## src/rtl/sync_fifo_if.sv

```systemverilog
`default_nettype none
// ============================================================================
//  Module   : sync_fifo_if
//  Brief    : Producer/consumer handshake bundle for sync_fifo. The producer
//             side (s_*) writes words, the consumer side (m_*) takes the head
//             word, plus occupancy status.
//  Revision : 1.0 - initial release
// ============================================================================
interface sync_fifo_if #(
    parameter int DATA_WIDTH = 32,
    parameter int DEPTH      = 8
);
    // Producer side
    logic                    s_valid_i;
    logic                    s_ready_o;
    logic [DATA_WIDTH-1:0]   s_data_i;

    // Consumer side
    logic                    m_valid_o;
    logic                    m_ready_i;
    logic [DATA_WIDTH-1:0]   m_data_o;

    // Status
    logic [$clog2(DEPTH):0]  count_o;
    logic                    almost_full_o;

    // The environment that feeds and drains the FIFO
    modport master (
        output s_valid_i,
        output s_data_i,
        output m_ready_i,
        input  s_ready_o,
        input  m_valid_o,
        input  m_data_o,
        input  count_o,
        input  almost_full_o
    );

    // The FIFO itself
    modport slave (
        input  s_valid_i,
        input  s_data_i,
        input  m_ready_i,
        output s_ready_o,
        output m_valid_o,
        output m_data_o,
        output count_o,
        output almost_full_o
    );
endinterface
`default_nettype wire

```

## src/rtl/sync_fifo.sv

```systemverilog
`default_nettype none
// ============================================================================
//  Module   : sync_fifo
//  Brief    : Single-clock first-word-fall-through FIFO with valid/ready on
//             both sides. The head word is presented on m_data_o as soon as
//             it is stored; occupancy and almost-full come from a dedicated
//             count register so every status output is registered-derived.
//  Revision : 1.0 - initial release
// ============================================================================
module sync_fifo #(
    parameter int DATA_WIDTH = 32,
    parameter int DEPTH      = 8,
    parameter int AF_LEVEL   = DEPTH - 2
) (
    input  logic             clk_i,
    input  logic             rstn_i,
    sync_fifo_if.slave       bus
);

    localparam int c_PTR_W = $clog2(DEPTH);
    localparam int c_CNT_W = c_PTR_W + 1;

    localparam logic [c_CNT_W-1:0] c_CNT_FULL = c_CNT_W'(DEPTH);
    localparam logic [c_CNT_W-1:0] c_CNT_ZERO = '0;
    localparam logic [c_CNT_W-1:0] c_CNT_ONE  = c_CNT_W'(1);
    localparam logic [c_CNT_W-1:0] c_CNT_AF   = c_CNT_W'(AF_LEVEL);
    localparam logic [c_PTR_W-1:0] c_PTR_ONE  = c_PTR_W'(1);

    // Storage is deliberately not reset; the count register alone decides
    // which entries are live.
    logic [DATA_WIDTH-1:0]  r_mem [DEPTH];
    logic [c_PTR_W-1:0]     r_wr_ptr;
    logic [c_PTR_W-1:0]     r_rd_ptr;
    logic [c_CNT_W-1:0]     r_count;

    logic                   w_full;
    logic                   w_empty;
    logic                   w_push;
    logic                   w_pop;

    // Status decodes from the count register only, so no handshake input
    // reaches a ready/valid output combinationally.
    assign w_full  = (r_count == c_CNT_FULL);
    assign w_empty = (r_count == c_CNT_ZERO);

    // Gating push with rstn_i keeps the array untouched while in reset,
    // matching the forced-low s_ready_o the producer sees.
    assign w_push = bus.s_valid_i & ~w_full & rstn_i;
    assign w_pop  = bus.m_ready_i & ~w_empty;

    // Write the accepted word into the slot under the write pointer.
    always_ff @(posedge clk_i) begin
        if (w_push) begin
            r_mem[r_wr_ptr] <= bus.s_data_i;
        end
    end

    // Write pointer advances once per accepted word and wraps naturally.
    always_ff @(posedge clk_i) begin
        if (!rstn_i) begin
            r_wr_ptr <= '0;
        end else if (w_push) begin
            r_wr_ptr <= r_wr_ptr + c_PTR_ONE;
        end
    end

    // Read pointer advances once per word taken by the consumer.
    always_ff @(posedge clk_i) begin
        if (!rstn_i) begin
            r_rd_ptr <= '0;
        end else if (w_pop) begin
            r_rd_ptr <= r_rd_ptr + c_PTR_ONE;
        end
    end

    // Occupancy: a simultaneous push and pop leave it unchanged.
    always_ff @(posedge clk_i) begin
        if (!rstn_i) begin
            r_count <= '0;
        end else if (w_push && !w_pop) begin
            r_count <= r_count + c_CNT_ONE;
        end else if (w_pop && !w_push) begin
            r_count <= r_count - c_CNT_ONE;
        end
    end

    // rstn_i is the one input allowed straight through to an output, so the
    // producer sees not-ready for the whole time reset is held.
    assign bus.s_ready_o     = ~w_full & rstn_i;
    assign bus.m_valid_o     = ~w_empty;
    assign bus.m_data_o      = r_mem[r_rd_ptr];
    assign bus.count_o       = r_count;
    assign bus.almost_full_o = (r_count >= c_CNT_AF);

endmodule
`default_nettype wire

```

## src/flat_wrapper.sv

```systemverilog
// flat-port wrapper written by rule: the top's interface ports become plain ports
module sync_fifo_flat 
#(
    parameter int DATA_WIDTH = 32,
    parameter int DEPTH      = 8,
    parameter int AF_LEVEL   = DEPTH - 2
)
  (clk_i, rstn_i, bus_s_valid_i, bus_s_data_i, bus_m_ready_i, bus_s_ready_o, bus_m_valid_o, bus_m_data_o, bus_count_o, bus_almost_full_o);
  sync_fifo_if #(.DATA_WIDTH(DATA_WIDTH), .DEPTH(DEPTH)) bus_i ();
  input  logic clk_i;
  input  logic rstn_i;
  input wire logic [$bits(bus_i.s_valid_i)-1:0] bus_s_valid_i;
  input wire logic [$bits(bus_i.s_data_i)-1:0] bus_s_data_i;
  input wire logic [$bits(bus_i.m_ready_i)-1:0] bus_m_ready_i;
  output wire logic [$bits(bus_i.s_ready_o)-1:0] bus_s_ready_o;
  output wire logic [$bits(bus_i.m_valid_o)-1:0] bus_m_valid_o;
  output wire logic [$bits(bus_i.m_data_o)-1:0] bus_m_data_o;
  output wire logic [$bits(bus_i.count_o)-1:0] bus_count_o;
  output wire logic [$bits(bus_i.almost_full_o)-1:0] bus_almost_full_o;
  assign bus_i.s_valid_i = bus_s_valid_i;
  assign bus_i.s_data_i = bus_s_data_i;
  assign bus_i.m_ready_i = bus_m_ready_i;
  assign bus_s_ready_o = bus_i.s_ready_o;
  assign bus_m_valid_o = bus_i.m_valid_o;
  assign bus_m_data_o = bus_i.m_data_o;
  assign bus_count_o = bus_i.count_o;
  assign bus_almost_full_o = bus_i.almost_full_o;
  sync_fifo #(.DATA_WIDTH(DATA_WIDTH), .DEPTH(DEPTH), .AF_LEVEL(AF_LEVEL)) u_core (.clk_i(clk_i), .rstn_i(rstn_i), .bus(bus_i));
endmodule
```

## config.mk

```make
export PLATFORM = sky130hd
export DESIGN_NAME = sync_fifo_flat
export DESIGN_NICKNAME = d
export VERILOG_FILES = /design/src/rtl/sync_fifo_if.sv /design/src/rtl/sync_fifo.sv /design/src/flat_wrapper.sv
export SDC_FILE = /design/constraint.sdc
export NUM_CORES = 1
export LEC_CHECK = 0
export ABC_AREA = 1
export ABC_CLOCK_PERIOD_IN_PS = 4450
export CORE_MARGIN = 3
export CORE_UTILIZATION = 35
export CTS_CLUSTER_SIZE = 25
export DETAILED_ROUTE_END_ITERATION = 12
export SLEW_MARGIN = 20
export SYNTH_ARGS = -nofsm -noshare
export SYNTH_HDL_FRONTEND = slang
export SYNTH_SLANG_ARGS = --single-unit
export TNS_END_PERCENT = 5
```

## constraint.sdc

```tcl
create_clock -name clk_i -period 4.45 [get_ports clk_i]
set_input_delay 0.445 -clock clk_i [delete_from_list [all_inputs] [get_ports clk_i]]
set_output_delay 0.445 -clock clk_i [all_outputs]
set_load 0.05 [all_outputs]
```

==> impl_metrics.py <==
metrics = {
    "status": {
        "status": "complete, no violations",
    },
    "global_route": {
        "grt_overflow_total": 0,
        "antenna_found_initial": 2,
        "grt_pass1_wl_um": 36320,
        "grt_use_total_pct": 13.87,
        "grt_max_degree": 70,
        "grt_pass1_vias": 6815,
    },
    "floorplanning": {
        "die_x_um": 181.0,
        "die_h_um": 181.0,
        "core_mm2": 0.02995,
        "die_area_mm2": 0.03277,
        "rows": 63,
        "start_util_pct": 35.79,
        "io_pins": 75,
    },
    "power_and_ir_drop": {
        "powerDensity_mw_per_mm2": 614.5,
        "comb_power_share_pct": 33.0,
        "switching_power_uw": 2816,
        "clockPowerShare_pct": 29.1,
        "p_int_uw": 5019,
        "peakVddDrop_uv": 284.6,
        "switching_share_pct": 35.94,
        "power_frac_seq_pct": 37.8,
        "power_leakage_uw": 0.004358,
    },
    "sta": {
        "max_slew_margin_pct": 50.48,
        "finClkSkew_ns": 0.009194,
        "rsz0062_at_grt": "false",
        "setup_viol": 0,
        "finalCriticalPeriod_ns": 3.504,
        "period_share_pct": 78.74,
        "worstMarginPinSlew_ns": 0.7429,
        "hold_violations": 0,
        "max_clock_freq_mhz": 285.4,
        "fin_tns_setup_ns": 0,
        "slew_violations": 0,
    },
    "synth": {
        "ys_seq_area_share_pct": 74.13,
        "synthDistinctLibCells": 24,
        "syn_inst": 888,
        "synth_compound_area_share_pct": 9.383,
        "ys_ff_latch": 269,
        "synth.area.top_cells": "edfxtp_1 72%, nor2_1 7.1%, o21ai_0 6.4%",
        "synth_top_family_by_area": "simple AND/OR/NAND/NOR gates",
        "synth_top_cell_by_area": "edfxtp_1",
        "avgSynthCellArea_um2": 12.07,
        "synthSimpleGateAreaFrac_pct": 12.18,
        "muxShareOfSynthArea_pct": 0,
        "synth_nets": 930,
        "synth-xor-area-share_pct": 0.2451,
        "synth_fa_ha_area_share_pct": 0.7702,
        "netlist.area_leader.share_pct": 71.70,
        "yosysWarningCount": 0,
        "syn_area_mm2": 0.01072,
    },
    "clock_network": {
        "cts_setup_buffers": 0,
        "insertion_delay_ns": 0.54,
        "cts.sinks": 269,
        "clock-root-buffer": "clkbuf_16",
        "cts_buffer_depth": 3,
        "htree_levels": 1,
        "post_cts_resized": 0,
        "clk_pin_slew_worst_paths_ns": 0.06,
        "cts_buffers": 27,
        "ctsHoldBuffers": 0,
        "cts_tree": "built",
    },
    "drt": {
        "drt_pre_antenna_iters": 7,
        "drt_wl_total_um": 23090,
        "drc": 0,
        "final_antenna_net_count": 0,
        "first_iter_violations": 465,
        "wl_per_cell_um": 16.87,
        "via_count": 6708,
        "viasPerCell": 4.900,
    },
    "critical_path": {
        "critPathMaxStageDelay_ns": 0.81,
        "critPathRequiredTime_ns": 4.01,
        "worst_setup_path_start_kind": "flip-flop",
        "crit_path_cell_trace": "buf_4 -> o21ai_0 -> o21ai_0 -> nand2_1 -> nand2_1 -> clkdlybuf4s50_1",
        "reg2reg_depth": 13,
        "cp_num_cells": 6,
        "path_max_fanout": 47,
        "worstPathArrival_ns": 3.06,
        "critPathKind": "flip-flop to primary output",
        "slowest_stage": "clkdlybuf4s50_1",
        "end_kind": "primary output",
        "path_buf_inv": 2,
        "critPathTopFamily": "buffers and inverters",
    },
    "finish": {
        "layout-drive-gt1-share_pct": 7.457,
        "multi_input_area_mm2": 0.002461,
        "final_cell_mix": "256 x edfxtp_1, 204 x nor2_1, 138 x o21ai_0",
        "final_net_count": 1000,
        "layout.cells.most_common": "edfxtp_1",
        "diodes": 0,
        "final_cells": 1369,
        "ff_latch_area_mm2": 0.007956,
        "nFillCells": 2755,
        "area_delta_synth_final_pct": 18.91,
    },
    "worst_hold_path": {
        "whs_path_depth": 2,
        "min_path_type": "flip-flop to flip-flop",
    },
    "place": {
        "gp_congestion": 0.7260,
        "dp.cells": 1319,
        "post-dp-hpwl_um": 11930,
        "placement.io_buffers": 74,
    },
    "flow_run": {
        "cap_violations": 0,
    },
}
[state kept, by name (all words and copies together) (netlist names), named ones only]
signal	cells
u_core.r_mem	256
u_core.r_rd_ptr	3
u_core.bus.count_o	4
u_core.r_wr_ptr	3
[through the flow]
step / hold slack (ns) / area (um^2) / setup WS [ns] / total power (uW) / util [%]
5_1_grt: 0.5496 / 12750 / 0.7301 / 8247 / 42.56
2_1_floorplan: 0.4661 / 10720 / 0.5270 / 4859 / -
4_1_cts: 0.5039 / 12750 / 0.8782 / 7922 / 42.56
6_report: 0.5065 / 12750 / 0.9459 / 7834 / 42.56
3_3_place_gp: 0.4742 / 11840 / 1.496 / 5609 / 39.53
3_5_place_dp: 0.4940 / 11840 / 1.382 / 5627 / 39.53
[power by group through the flow]
stage / clock [uW] / sequential [uW] / combinational, uW
finish: 2280 / 2960 / 2590
global route: 2430 / 2980 / 2840
CTS: 2330 / 2960 / 2630
detailed placement: 0 / 3020 / 2610
global placement: 0 / 3020 / 2590
floorplan: 0 / 3010 / 1850
[layer usage]
layer / share of wire [%] / global-route usage, %
met5: 0.15 / 0
met4: 2.3 / 4.296
met3: 5.1 / 3.020
met2: 49 / 24.08
met1: 43 / 17.41
[Yosys cell counts, drive strengths merged]
cell,instances
nand2,122
edfxtp,256
fa,1
clkbuf,21
buf,29
nor2,204
ha,5
dfxtp,13
or2,1
o21ai,196
nand3,6
xor2,3
nand4,1
nor3,8
a21oi,5
inv,17
[cell families (layout without fill, tap and decap cells)]
group | count (synthesis) | in the layout
fa+ha+maj | 6 | 6
compound gates | 201 | 201
simple gates | 342 | 342
xor+xnor | 3 | 3
buf+inv | 67 | 158
flops | 269 | 269
[final cells by class]
class,count,area share [%]
flip-flops and latches,269,62.41
multi-input cells,552,19.31
repair buffers,91,6.811
clock buffers,32,5.447
well taps,390,3.828
clock inverters,18,1.678
inverters,17,0.5202
[worst reg2reg max path: cells and delay by family (launching register included)]
family | cells | cell delay, ns
adder cells (fa/ha/maj) | 2 | 0.50
buffers and inverters | 4 | 0.41
flip-flops | 1 | 0.36
AND/OR/NAND/NOR | 7 | 1.25
[worst paths after layout]
check | start | endpoint | slack, ns
worst max-delay path | flip-flop | bus_m_data_o[0] | 0.95
worst min-delay path | u_core.r_rd_ptr[2] | flip-flop | 0.51
worst max register to register | u_core.bus.count_o[3] | u_core.bus.count_o[3] | 1.84
worst min register to register | u_core.r_rd_ptr[2] | flip-flop | 0.51
No activity file was read; power rests on OpenSTA's default activity.
